## config.mk

```make
export PLATFORM = sky130hd
export DESIGN_NAME = axis_udp_port_filter
export DESIGN_NICKNAME = d
export VERILOG_FILES = /design/src/rtl/axis_udp_port_filter.sv
export SDC_FILE = /design/constraint.sdc
export NUM_CORES = 1
export LEC_CHECK = 0
export BUFFER_PORTS_ARGS = -buffer_cell sky130_fd_sc_hd__buf_2
export CAP_MARGIN = 20
export CELL_PAD_IN_SITES_DETAIL_PLACEMENT = 0
export CELL_PAD_IN_SITES_GLOBAL_PLACEMENT = 1
export CORE_MARGIN = 5
export CORE_UTILIZATION = 47
export CTS_CLUSTER_SIZE = 8
export DETAILED_ROUTE_END_ITERATION = 10
export GPL_TIMING_DRIVEN = 0
export PLACE_DENSITY_LB_ADDON = 0.1
export SYNTH_ARGS = -nofsm -noshare
export SYNTH_HDL_FRONTEND = slang
export SYNTH_SLANG_ARGS = --single-unit
```

## constraint.sdc

```tcl
create_clock -name axis_s_clk -period 4.8 [get_ports axis_s_clk]
set_clock_uncertainty 0.15 [all_clocks]
set_input_delay 0.96 -clock axis_s_clk [delete_from_list [all_inputs] [get_ports axis_s_clk]]
set_output_delay 0.96 -clock axis_s_clk [all_outputs]
set_load 0.03 [all_outputs]
```

## src/rtl/axis_udp_port_filter.sv

```systemverilog
// rtl/axis_udp_port_filter.sv - AXI-Stream frame filter on UDP/IPv4 destination port
// Define AXIS_UDP_FILTER_STATS_EN to build the pass/drop frame counters.
module axis_udp_port_filter #(
   parameter int AXIS_DATA_WIDTH = 64
) (
   input  logic                         axis_s_clk,
   input  logic                         axis_s_rst_n,
   input  logic                         s_axis_tvalid,
   input  logic [AXIS_DATA_WIDTH-1:0]   s_axis_tdata,
   input  logic [AXIS_DATA_WIDTH/8-1:0] s_axis_tstrb,
   input  logic                         s_axis_tlast,
   output logic                         s_axis_tready,
   output logic                         m_axis_tvalid,
   output logic [AXIS_DATA_WIDTH-1:0]   m_axis_tdata,
   output logic [AXIS_DATA_WIDTH/8-1:0] m_axis_tstrb,
   output logic                         m_axis_tlast,
   input  logic                         m_axis_tready,
   input  logic                         en_i,
   input  logic [15:0]                  cfg_dst_port_i,
   output logic [31:0]                  pass_cnt_o,
   output logic [31:0]                  drop_cnt_o
);
   localparam int BPB       = AXIS_DATA_WIDTH / 8;
   localparam int HDR_BEATS = (38 + BPB - 1) / BPB;
   localparam int CW        = (HDR_BEATS > 1) ? $clog2(HDR_BEATS) : 1;
   localparam logic [CW-1:0] LAST_IDX = CW'(HDR_BEATS - 1);

   typedef enum logic [1:0] {HDR, REPLAY, PASS, DROP} state_t;

   state_t        state, state_n;
   logic [CW-1:0] cnt, cnt_n;
   logic          inc_pass, inc_drop;

   logic [AXIS_DATA_WIDTH-1:0] hbuf_data [HDR_BEATS];
   logic [BPB-1:0]             hbuf_strb [HDR_BEATS];
   logic [HDR_BEATS-1:0]       hbuf_last;

   logic        en_q;
   logic [15:0] port_q;
   logic        first, en_eff, match, in_hs;
   logic [15:0] port_eff;
   logic [8*38-1:0] hdr;

   // Config is taken live on a frame's first beat so a one-beat header still sees it.
   assign first    = (cnt == '0);
   assign en_eff   = first ? en_i : en_q;
   assign port_eff = first ? cfg_dst_port_i : port_q;
   assign in_hs    = s_axis_tvalid & s_axis_tready;

   for (genvar k = 0; k < 38; k++) begin : g_hdr
      if (k / BPB == HDR_BEATS - 1) begin : g_live
         assign hdr[8*k +: 8] = s_axis_tdata[8*(k%BPB) +: 8];
      end else begin : g_stored
         assign hdr[8*k +: 8] = hbuf_data[k/BPB][8*(k%BPB) +: 8];
      end
   end

   assign match = !en_eff ||
                  (hdr[8*12 +: 8] == 8'h08 && hdr[8*13 +: 8] == 8'h00 &&
                   hdr[8*14 +: 8] == 8'h45 && hdr[8*23 +: 8] == 8'h11 &&
                   {hdr[8*36 +: 8], hdr[8*37 +: 8]} == port_eff);

   always_ff @(posedge axis_s_clk or negedge axis_s_rst_n) begin
      if (!axis_s_rst_n) begin
         state <= HDR;
         cnt   <= '0;
      end else begin
         state <= state_n;
         cnt   <= cnt_n;
      end
   end

   always_ff @(posedge axis_s_clk) begin
      if (state == HDR && in_hs) begin
         hbuf_data[cnt] <= s_axis_tdata;
         hbuf_strb[cnt] <= s_axis_tstrb;
         hbuf_last[cnt] <= s_axis_tlast;
         if (first) begin
            en_q   <= en_i;
            port_q <= cfg_dst_port_i;
         end
      end
   end

   always_comb begin
      state_n       = state;
      cnt_n         = cnt;
      inc_pass      = 1'b0;
      inc_drop      = 1'b0;
      s_axis_tready = 1'b0;
      m_axis_tvalid = 1'b0;
      m_axis_tdata  = s_axis_tdata;
      m_axis_tstrb  = s_axis_tstrb;
      m_axis_tlast  = s_axis_tlast;
      case (state)
         HDR: begin
            s_axis_tready = 1'b1;
            if (s_axis_tvalid) begin
               if (cnt == LAST_IDX) begin
                  cnt_n = '0;
                  if (match)              state_n  = REPLAY;
                  else if (!s_axis_tlast) state_n  = DROP;
                  else                    inc_drop = 1'b1;
               end else if (s_axis_tlast) begin
                  cnt_n    = '0;
                  inc_drop = 1'b1;
               end else begin
                  cnt_n = cnt + 1'b1;
               end
            end
         end
         REPLAY: begin
            m_axis_tvalid = 1'b1;
            m_axis_tdata  = hbuf_data[cnt];
            m_axis_tstrb  = hbuf_strb[cnt];
            m_axis_tlast  = hbuf_last[cnt];
            if (m_axis_tready) begin
               if (cnt == LAST_IDX) begin
                  cnt_n = '0;
                  if (hbuf_last[cnt]) begin
                     state_n  = HDR;
                     inc_pass = 1'b1;
                  end else begin
                     state_n = PASS;
                  end
               end else begin
                  cnt_n = cnt + 1'b1;
               end
            end
         end
         PASS: begin
            s_axis_tready = m_axis_tready;
            m_axis_tvalid = s_axis_tvalid;
            if (s_axis_tvalid && m_axis_tready && s_axis_tlast) begin
               state_n  = HDR;
               inc_pass = 1'b1;
            end
         end
         DROP: begin
            s_axis_tready = 1'b1;
            if (s_axis_tvalid && s_axis_tlast) begin
               state_n  = HDR;
               inc_drop = 1'b1;
            end
         end
         default: state_n = HDR;
      endcase
      if (!axis_s_rst_n) begin
         s_axis_tready = 1'b0;
         m_axis_tvalid = 1'b0;
      end
   end

`ifdef AXIS_UDP_FILTER_STATS_EN
   always_ff @(posedge axis_s_clk or negedge axis_s_rst_n) begin
      if (!axis_s_rst_n) begin
         pass_cnt_o <= '0;
         drop_cnt_o <= '0;
      end else begin
         if (inc_pass) pass_cnt_o <= pass_cnt_o + 32'd1;
         if (inc_drop) drop_cnt_o <= drop_cnt_o + 32'd1;
      end
   end
`else
   logic unused_inc;
   assign unused_inc = inc_pass | inc_drop;
   assign pass_cnt_o = '0;
   assign drop_cnt_o = '0;
`endif

endmodule

```

### After elaboration in Yosys (flattened, before gate mapping)

Memory sizes are Yosys's and may differ from the RTL's.
Cells that the tools add are included.
W data, S select, Z words.

* bits in latches: 0
* input bits: 94
* register bits after elaboration: 27
* memories kept: 2
* ROM bits: 0
* bits in writable memories: 360

* bitwise operators: 1
* muxes and demuxes: 32
* eq/ne operators: 15
* reductions and logical operators: 18
* div/mod/pow operators: 0
* add/subtract/negate cells: 1
* magnitude comparators: 2
* shift operators: 0
* $mul: 0

Memory list
* hbuf_data: depth 5, bits a word 64, rd ports 3, clocked after memory_dff 0, write ports 1, line 34 `logic [AXIS_DATA_WIDTH-1:0] hbuf_data [HDR_BEATS];`
* hbuf_strb: depth 5, bits a word 8, rd ports 1, clocked after memory_dff 0, write ports 1, line 35 `logic [BPB-1:0] hbuf_strb [HDR_BEATS];`

Operator list (number)
* $mux W64: 1
* $mux W2: 9
* $eq A16 B16 Y1: 1
* $mux W16: 1
* $mux W3: 5
* $ne A2 B2 Y1 const B: 5
* $logic_and A1 B1 Y1: 9
* $eq A8 B4 Y1 const B: 1
* $eq A8 B5 Y1 const B: 1
* $eq A8 B7 Y1 const B: 1
* $logic_not A8 Y1: 1
* $mux W1: 8
* $mux W8: 1
* $pmux W2 S4: 1
* $reduce_and A7 Y1: 1
* $pmux W3 S2: 1
* $bwmux W5: 1
* $eq A2 B2 Y1 const B: 2
* $lt A3 B4 Y1 const B: 1
* $pmux W1 S2: 2
* $add A3 B1 Y3 const B: 1
* $bmux W1 S3: 1
* $demux W1 S3: 1
* $eq A3 B3 Y1 const B: 1
* other kinds (12): 12

### Logic depth before layout (Yosys ltp)

Gate-level depths: netlist (run 1).
An unclocked memory read counts as a cell.

* depth after elaboration: 11
* mapped depth: 14
* depth with buffers taken out: 9

### Worst setup path before layout (run 1)

No wires, ideal clock.

* kind: input port to flip-flop
* start point: input port m_axis_tready
* end point: memory hbuf_data[1][0], enable pin
* setup slack: -0.010 ns
* stages: 5
* data required time: 4.210 ns
* arrival time: 4.220 ns
* cell sequence: nand2_1 > a21oi_1 > and3_1 > nor2b_1 > and3_1

* word-level cells in the longest chain between the ends: 6

RTL lines
* start: declaration: line 17 `input logic m_axis_tready,`
* $pmux W1 S2: line 95 `case (state)`
* $mux W1: line 148 `if (!axis_s_rst_n) begin`
* net s_axis_tready: line 12 `output logic s_axis_tready,`
* $and A1 B1 Y1: line 48 `assign in_hs = s_axis_tvalid & s_axis_tready;`
* $logic_and A1 B1 Y1: line 74 `if (state == HDR && in_hs) begin`
* $mux W1: line 74
* $mux W1 (implied by the code): line 75 `hbuf_data[cnt] <= s_axis_tdata;`
* end: declaration: line 34

The timed path passes the listed nets, and every way through them passes these cells.

### Worst setup path after layout (run 1)

* start point: register state[1]
* end point: output port m_axis_tdata[32]

* word-level cells in the longest chain between the ends: 2

RTL lines
* start: declaration: line 30 `state_t state, state_n;`
* start signal: assignment: line 68 `state <= state_n;`
* $eq A2 B1 Y1: line 95
* $mux W64: line 95
* end: declaration: line 14 `output logic [AXIS_DATA_WIDTH-1:0] m_axis_tdata,`

Every way passes these cells.

==> results of run 1 <==
==> per-stage QoR <==
| step | instances | util | power (mW) | TNS [ns] |
|---|---|---|---|---|
| floorplan | 974 | - | 6.65 | 0 |
| global placement | 1597 | 0.520 | 7.69 | -205.78 |
| detailed placement | 1602 | 0.525 | 7.71 | 0 |
| CTS | 1682 | 0.568 | 11.1 | 0 |
| global route | 1683 | 0.568 | 11.5 | 0 |
| finish | 1683 | 0.568 | 10.9 | 0 |
==> state kept, by name, indices dropped and copies added, names as in the netlist <==
name       flops
en_q           1
port_q        16
cnt            3
hbuf_data    320
state          2
hbuf_last      5
hbuf_strb     40
==> routing by layer <==
layer	GRT usage	wire length, µm	up-vias
li1	-	-	4039
met1	0.270	16200	4389
met2	0.299	17200	270
met3	0.0378	2310	60
met4	0.0458	694	4
met5	0	21	-
==> layout make-up <==
class | count | area [µm²]
clock inverter | 3 | 17.5
sequential | 387 | 11600
antenna | 1 | 2.50
buffer | 110 | 687
inverter | 11 | 41.3
timing repair buffer | 173 | 971
tap | 455 | 569
clock buffer | 77 | 1460
fill | 2771 | 14800
multi-input combinational | 466 | 4130
==> synthesized netlist by cell type, drive strengths merged, types with 6 or more instances <==
cell,n
buf,90
o21ai,8
mux4,72
nand2,6
inv,11
mux2i,74
mux2,18
ha,6
edfxtp,382
nand2b,12
nor4,7
xor2,11
clkbuf,20
nor2,78
a21oi,78
==> kinds of logic (layout without fill, tap and decap cells) <==
family	after synthesis	after routing
buffers and inverters	121	374
DFF	387	387
other	1	65
xor gates and xnor gates	11	11
muxes	164	164
adders and majority gates	6	6
and+or+nand+nor	124	124
AOI/OAI and AO/OA	97	97
==> where the power goes <==
group / internal [mW] / switching (mW)
combinational: 1.35 / 2.30
clock: 2.06 / 1.29
sequential: 3.90 / 0.0392
total: 7.31 / 3.63
==> worst register-to-register path: stages (launching register included) <==
cell and delay [ns]:
dfrtp_1 0.34, clkbuf_1 0.25, buf_2 0.42, buf_2 0.34, buf_2 0.34, inv_1 0.17
ha_1 0.29, nand2b_4 0.10, buf_2 0.32, mux2_2 0.40, xor2_1 0.16, nor4_1 0.34
nand4_1 0.33, a31oi_1 0.25, a211oi_1 0.06
==> worst max-delay path by stage <==
stage	to	slack, ns
6_report	m_axis_tdata[32]	0.29
3_3_place_gp	hbuf_data[4][56]	-1.73
2_1_floorplan	hbuf_data[4][0]	0.16
3_5_place_dp	state[1]	0.34
4_1_cts	m_axis_tdata[32]	0.22
5_1_grt	m_axis_tdata[32]	0.1
==> results_dict.tcl, run 1 <==
set metrics [dict create \
    die_w_um 196 \
    drc 0 \
    synthSimpleGateAreaFrac 0.0363 \
    io_buffers 168 \
    gr-total-overflow 0 \
    synth_top_area_cell "edfxtp_1" \
    path_max_fanout 10 \
    post_cts_buffers 0 \
    place_hpwl_um 22900 \
    place_ws_ns 0.340 \
    muxShareOfSynthArea 0.160 \
    maxCapViolCount 0 \
    synth_area_um2 16200 \
    setup_slack_ns 0.286 \
    cts_buffers 54 \
    clkSlewWorstSetupHoldPaths_ns 0.05 \
    ys_ff_latch 387 \
    layout-drive-gt1-share 0.331 \
    yosysWarnings 0 \
    rrSetupSlack_ns 0.39 \
    crit_path_end_kind "output port" \
    period_minus_slack_ns 4.51 \
    ir_drop_v 0.000338 \
    yosysSeqAreaShare 0.716 \
    initial_core_util 0.472 \
    synth_compound_area_frac 0.0321 \
    synth_top_area_frac 0.709 \
    cts.sinks 387 \
    synth-edff-count 382 \
    r2r_end "state[1]" \
    synth_xor_area_frac 0.00595 \
    grt_pass1_wl_um 55100 \
    wl_per_cell_um 21.6 \
    synth_top_family_by_area "multiplexers" \
    io_pins 233 \
    hp-class "in -> async" \
    worst_pin_slew_ns 1.07 \
    criticalPathCategory "reg -> out" \
    crit_family "buffers and inverters" \
    path_cells "inv_1 -> ha_1 -> clkbuf_1 -> clkbuf_1 -> clkbuf_1 -> nor2_1 -> a21oi_1 -> buf_2" \
    ctsHtreeMaxLevel 2 \
    cp_num_cells 8 \
    gp_congestion 0.737 \
    start_kind "flip-flop" \
    vias 8762 \
    slew-limit-headroom 0.285 \
    path_buf_inv 5 \
    yosys_most_used_dff "edfxtp_1" \
    fmax_mhz 222 \
    cts_hold_repair.buffers 0 \
    root_buffer "clkbuf_16" \
    postSynthAreaPerCell_um2 17.8 \
    final_common_cell "edfxtp_1" \
    viasPerCell 5.21 \
    antenna_found_initial 3 \
    synthCells 911 \
    coreArea_um2 34300 \
    setup_viol 0 \
    synth_area_leaders "edfxtp_1, mux4_2, mux2i_1" \
    grt_usage 0.188 \
    mostFrequentLayoutCells "edfxtp_1, buf_2, a21oi_1, nor2_1, mux2i_1" \
    cp_slowest_cell "clkbuf_1" \
    placed_area_um2 18000 \
    period_share 0.940 \
    yosysUniqueCellTypes 40 \
    worstPathArrival_ns 3.40 \
    final_nets 1303 \
    grt_pass1_vias 9002 \
    drv_slew 0 \
    hold_viol 0 \
    drt_wl_total_um 36400 \
    cp.required_ns 3.69 \
    placementRows 68 \
    synthAdderAreaFrac 0.00464 \
    drtIter0Drc 508 \
    worst_r2r_path_depth 14 \
    ctsResizeCount 0 \
    postLayoutCellArea_um2 19500 \
    dieArea_um2 38300 \
    power_density_nw_per_um2 562 \
    crit_path_start "state[1]" \
    p_leak_nw 6.81 \
    cts_tree "done" \
    die-height_um 196 \
    slowest_delay_ns 0.65 \
    hold_slack_ns 0.111 \
    clk_latency_ns 0.55 \
    firstDrtPassIters 5 \
    area_growth_pct 20.2 \
    clk_path_buf_depth 3 \
    synthArstFlopShare 0.0129 \
    grt_start_max_net_pins 52 \
    r2r-start "cnt[0]" \
    final_antenna_net_count 0 \
    crit_top_cell "clkbuf_1" \
    rsz0062_at_grt "no" \
    status "finished, final reports clean" \
]
No activity file was read; power rests on OpenSTA's default activity.
==> run 2, diff against run 1 <==
--- a/config.mk
+++ b/config.mk
@@ -15,6 +15,7 @@
 export DETAILED_ROUTE_END_ITERATION = 10
 export GPL_TIMING_DRIVEN = 0
 export PLACE_DENSITY_LB_ADDON = 0.1
+export REMOVE_ABC_BUFFERS = 1
 export SYNTH_ARGS = -nofsm -noshare
 export SYNTH_HDL_FRONTEND = slang
 export SYNTH_SLANG_ARGS = --single-unit
==> results_dict.tcl, run 2 (same netlist as run 1, synthesis figures left out) <==
set metrics [dict create \
    status "finished, final reports clean" \
    final_nets 1198 \
    power.net_switching_mw 3.43 \
    ctsHtreeMaxLevel 2 \
    viasPerCell 5.27 \
    root_buffer "clkbuf_16" \
    largest_register_ffs 320 \
    mostFrequentLayoutCells "edfxtp_1, buf_2, a21oi_1, nor2_1, mux2i_1" \
    die_w_um 196 \
    largest_register "hbuf_data" \
    register_area_um2 11600 \
    cp.required_ns 4.86 \
    setup_viol 0 \
    die-height_um 196 \
    multi_input_area_um2 4140 \
    p_int_mw 7.31 \
    hp-class "in -> async" \
    maxCapViolCount 0 \
    grt_pass1_wl_um 51300 \
    slowest_delay_ns 0.79 \
    switching_share 0.320 \
    power_density_nw_per_um2 567 \
    grt_usage 0.173 \
    coreArea_um2 34300 \
    cts_tree "done" \
    rsz0062_at_grt "no" \
    ir_drop_v 0.000433 \
    gr-total-overflow 0 \
    drc 0 \
    clkSlewWorstSetupHoldPaths_ns 0.05 \
    criticalPathCategory "reg -> reg" \
    io_buffers 168 \
    place_hpwl_um 19300 \
    clk_latency_ns 0.55 \
    placementRows 68 \
    crit_path_end_kind "flip-flop" \
    worst_pin_slew_ns 0.985 \
    grt_pass1_vias 8701 \
    clk_path_buf_depth 3 \
    dieArea_um2 38300 \
    area_growth_pct 17.0 \
    firstDrtPassIters 5 \
    slew-limit-headroom 0.327 \
    post_cts_buffers 0 \
    reg_top3 "hbuf_data x320, hbuf_strb x40, port_q x16" \
    drt_wl_total_um 33100 \
    p_seq_frac 0.387 \
    grt_start_max_net_pins 67 \
    layout-drive-gt1-share 0.301 \
    antenna_found_initial 2 \
    r2r_end "hbuf_strb[0][1]" \
    path_max_fanout 66 \
    start_kind "flip-flop" \
    cp_slowest_cell "and3_1" \
    diodes 0 \
    hold_slack_ns 0.0969 \
    p_leak_nw 6.40 \
    hold_viol 0 \
    path_cells "inv_1 -> ha_4 -> buf_16 -> inv_1 -> nand2_1 -> a21oi_1 -> and3_1 -> nor2b_1 -> and3_4 -> buf_16" \
    ctsResizeCount 0 \
    rrSetupSlack_ns 0.75 \
    vias 8251 \
    cts.sinks 387 \
    fmax_mhz 247 \
    r2r-start "state[1]" \
    fillers 2724 \
    period_minus_slack_ns 4.05 \
    setup_slack_ns 0.751 \
    clock_power_share 0.312 \
    cts_hold_repair.buffers 0 \
    place_ws_ns 0.679 \
    drtIter0Drc 403 \
    worstPathArrival_ns 4.11 \
    drv_slew 0 \
    gp_congestion 0.740 \
    worst_r2r_path_depth 10 \
    cts_buffers 54 \
    p_comb_frac 0.301 \
    io_pins 233 \
    period_share 0.843 \
    initial_core_util 0.472 \
    final_common_cell "edfxtp_1" \
    final_antenna_net_count 0 \
    wl_per_cell_um 21.1 \
]
[run 2: cell count changes in the layout (fill, tap and decap cells not counted), sizes merged]
cell and delta:
buf -85, clkbuf -28, clkinv -2, clkinvlp +1
diode -1, inv -1
[run 2: how the worst max path moves through the flow]
| stage | start | end | slack (ns) | depth (start not counted) |
|---|---|---|---|---|
| global route | state[1] | hbuf_strb[0][1] | 0.32 | 10 |
| detailed placement | state[1] | hbuf_strb[0][1] | 0.68 | 10 |
| global placement | state[1] | hbuf_strb[3][1] | -4.62 | 8 |
| floorplan | state[1] | hbuf_data[0][0] | -1.35 | 8 |
| CTS | state[1] | hbuf_strb[2][5] | 0.64 | 10 |
| finish | state[1] | hbuf_strb[0][1] | 0.75 | 10 |
[run 2: metal layers]
metal / share of wire / track usage / vias to the layer above
met3: 0.049 / 0.0338 / 57
met4: 0.017 / 0.0396 / 4
li1: - / - / 3828
met2: 0.48 / 0.275 / 203
met1: 0.45 / 0.251 / 4159
met5: 0.00082 / 0 / -
[run 2: per-stage QoR]
step	cell area [µm²]	total power, mW	std cells	setup TNS (ns)	utilization
floorplan	15700	6.67	864	-484.22	-
global placement	17200	7.74	1487	-1838.22	0.500
detailed placement	17500	7.53	1497	0	0.509
finish	18900	10.7	1567	0	0.552
CTS	18900	10.9	1567	0	0.552
global route	18900	11.3	1567	0	0.552
[run 2: cell type report]
cell class / instances / share of cell area
Tap cell: 455 / 0.0301
Timing Repair Buffer: 178 / 0.0585
Sequential cell: 387 / 0.613
Multi-Input combinational cell: 466 / 0.218
Clock buffer: 69 / 0.0777
Inverter: 11 / 0.00218
Clock inverter: 1 / 0.000396
[run 2: power by group through the flow]
stage	clock [mW]	sequential, mW	combinational [mW]
global route	3.60	4.19	3.53
CTS	3.44	4.17	3.29
detailed placement	0	4.24	3.29
floorplan	0	4.28	2.39
finish	3.35	4.16	3.23
global placement	0	4.50	3.24
[run 2: worst max-delay path, delay by kind of cell, from the launching register on]
| family | cells | cell delay [ns] |
|---|---|---|
| simple gates | 4 | 1.82 |
| buf+inv | 4 | 0.86 |
| flops | 1 | 0.40 |
| fa+ha+maj | 1 | 0.29 |
| compound gates | 1 | 0.15 |
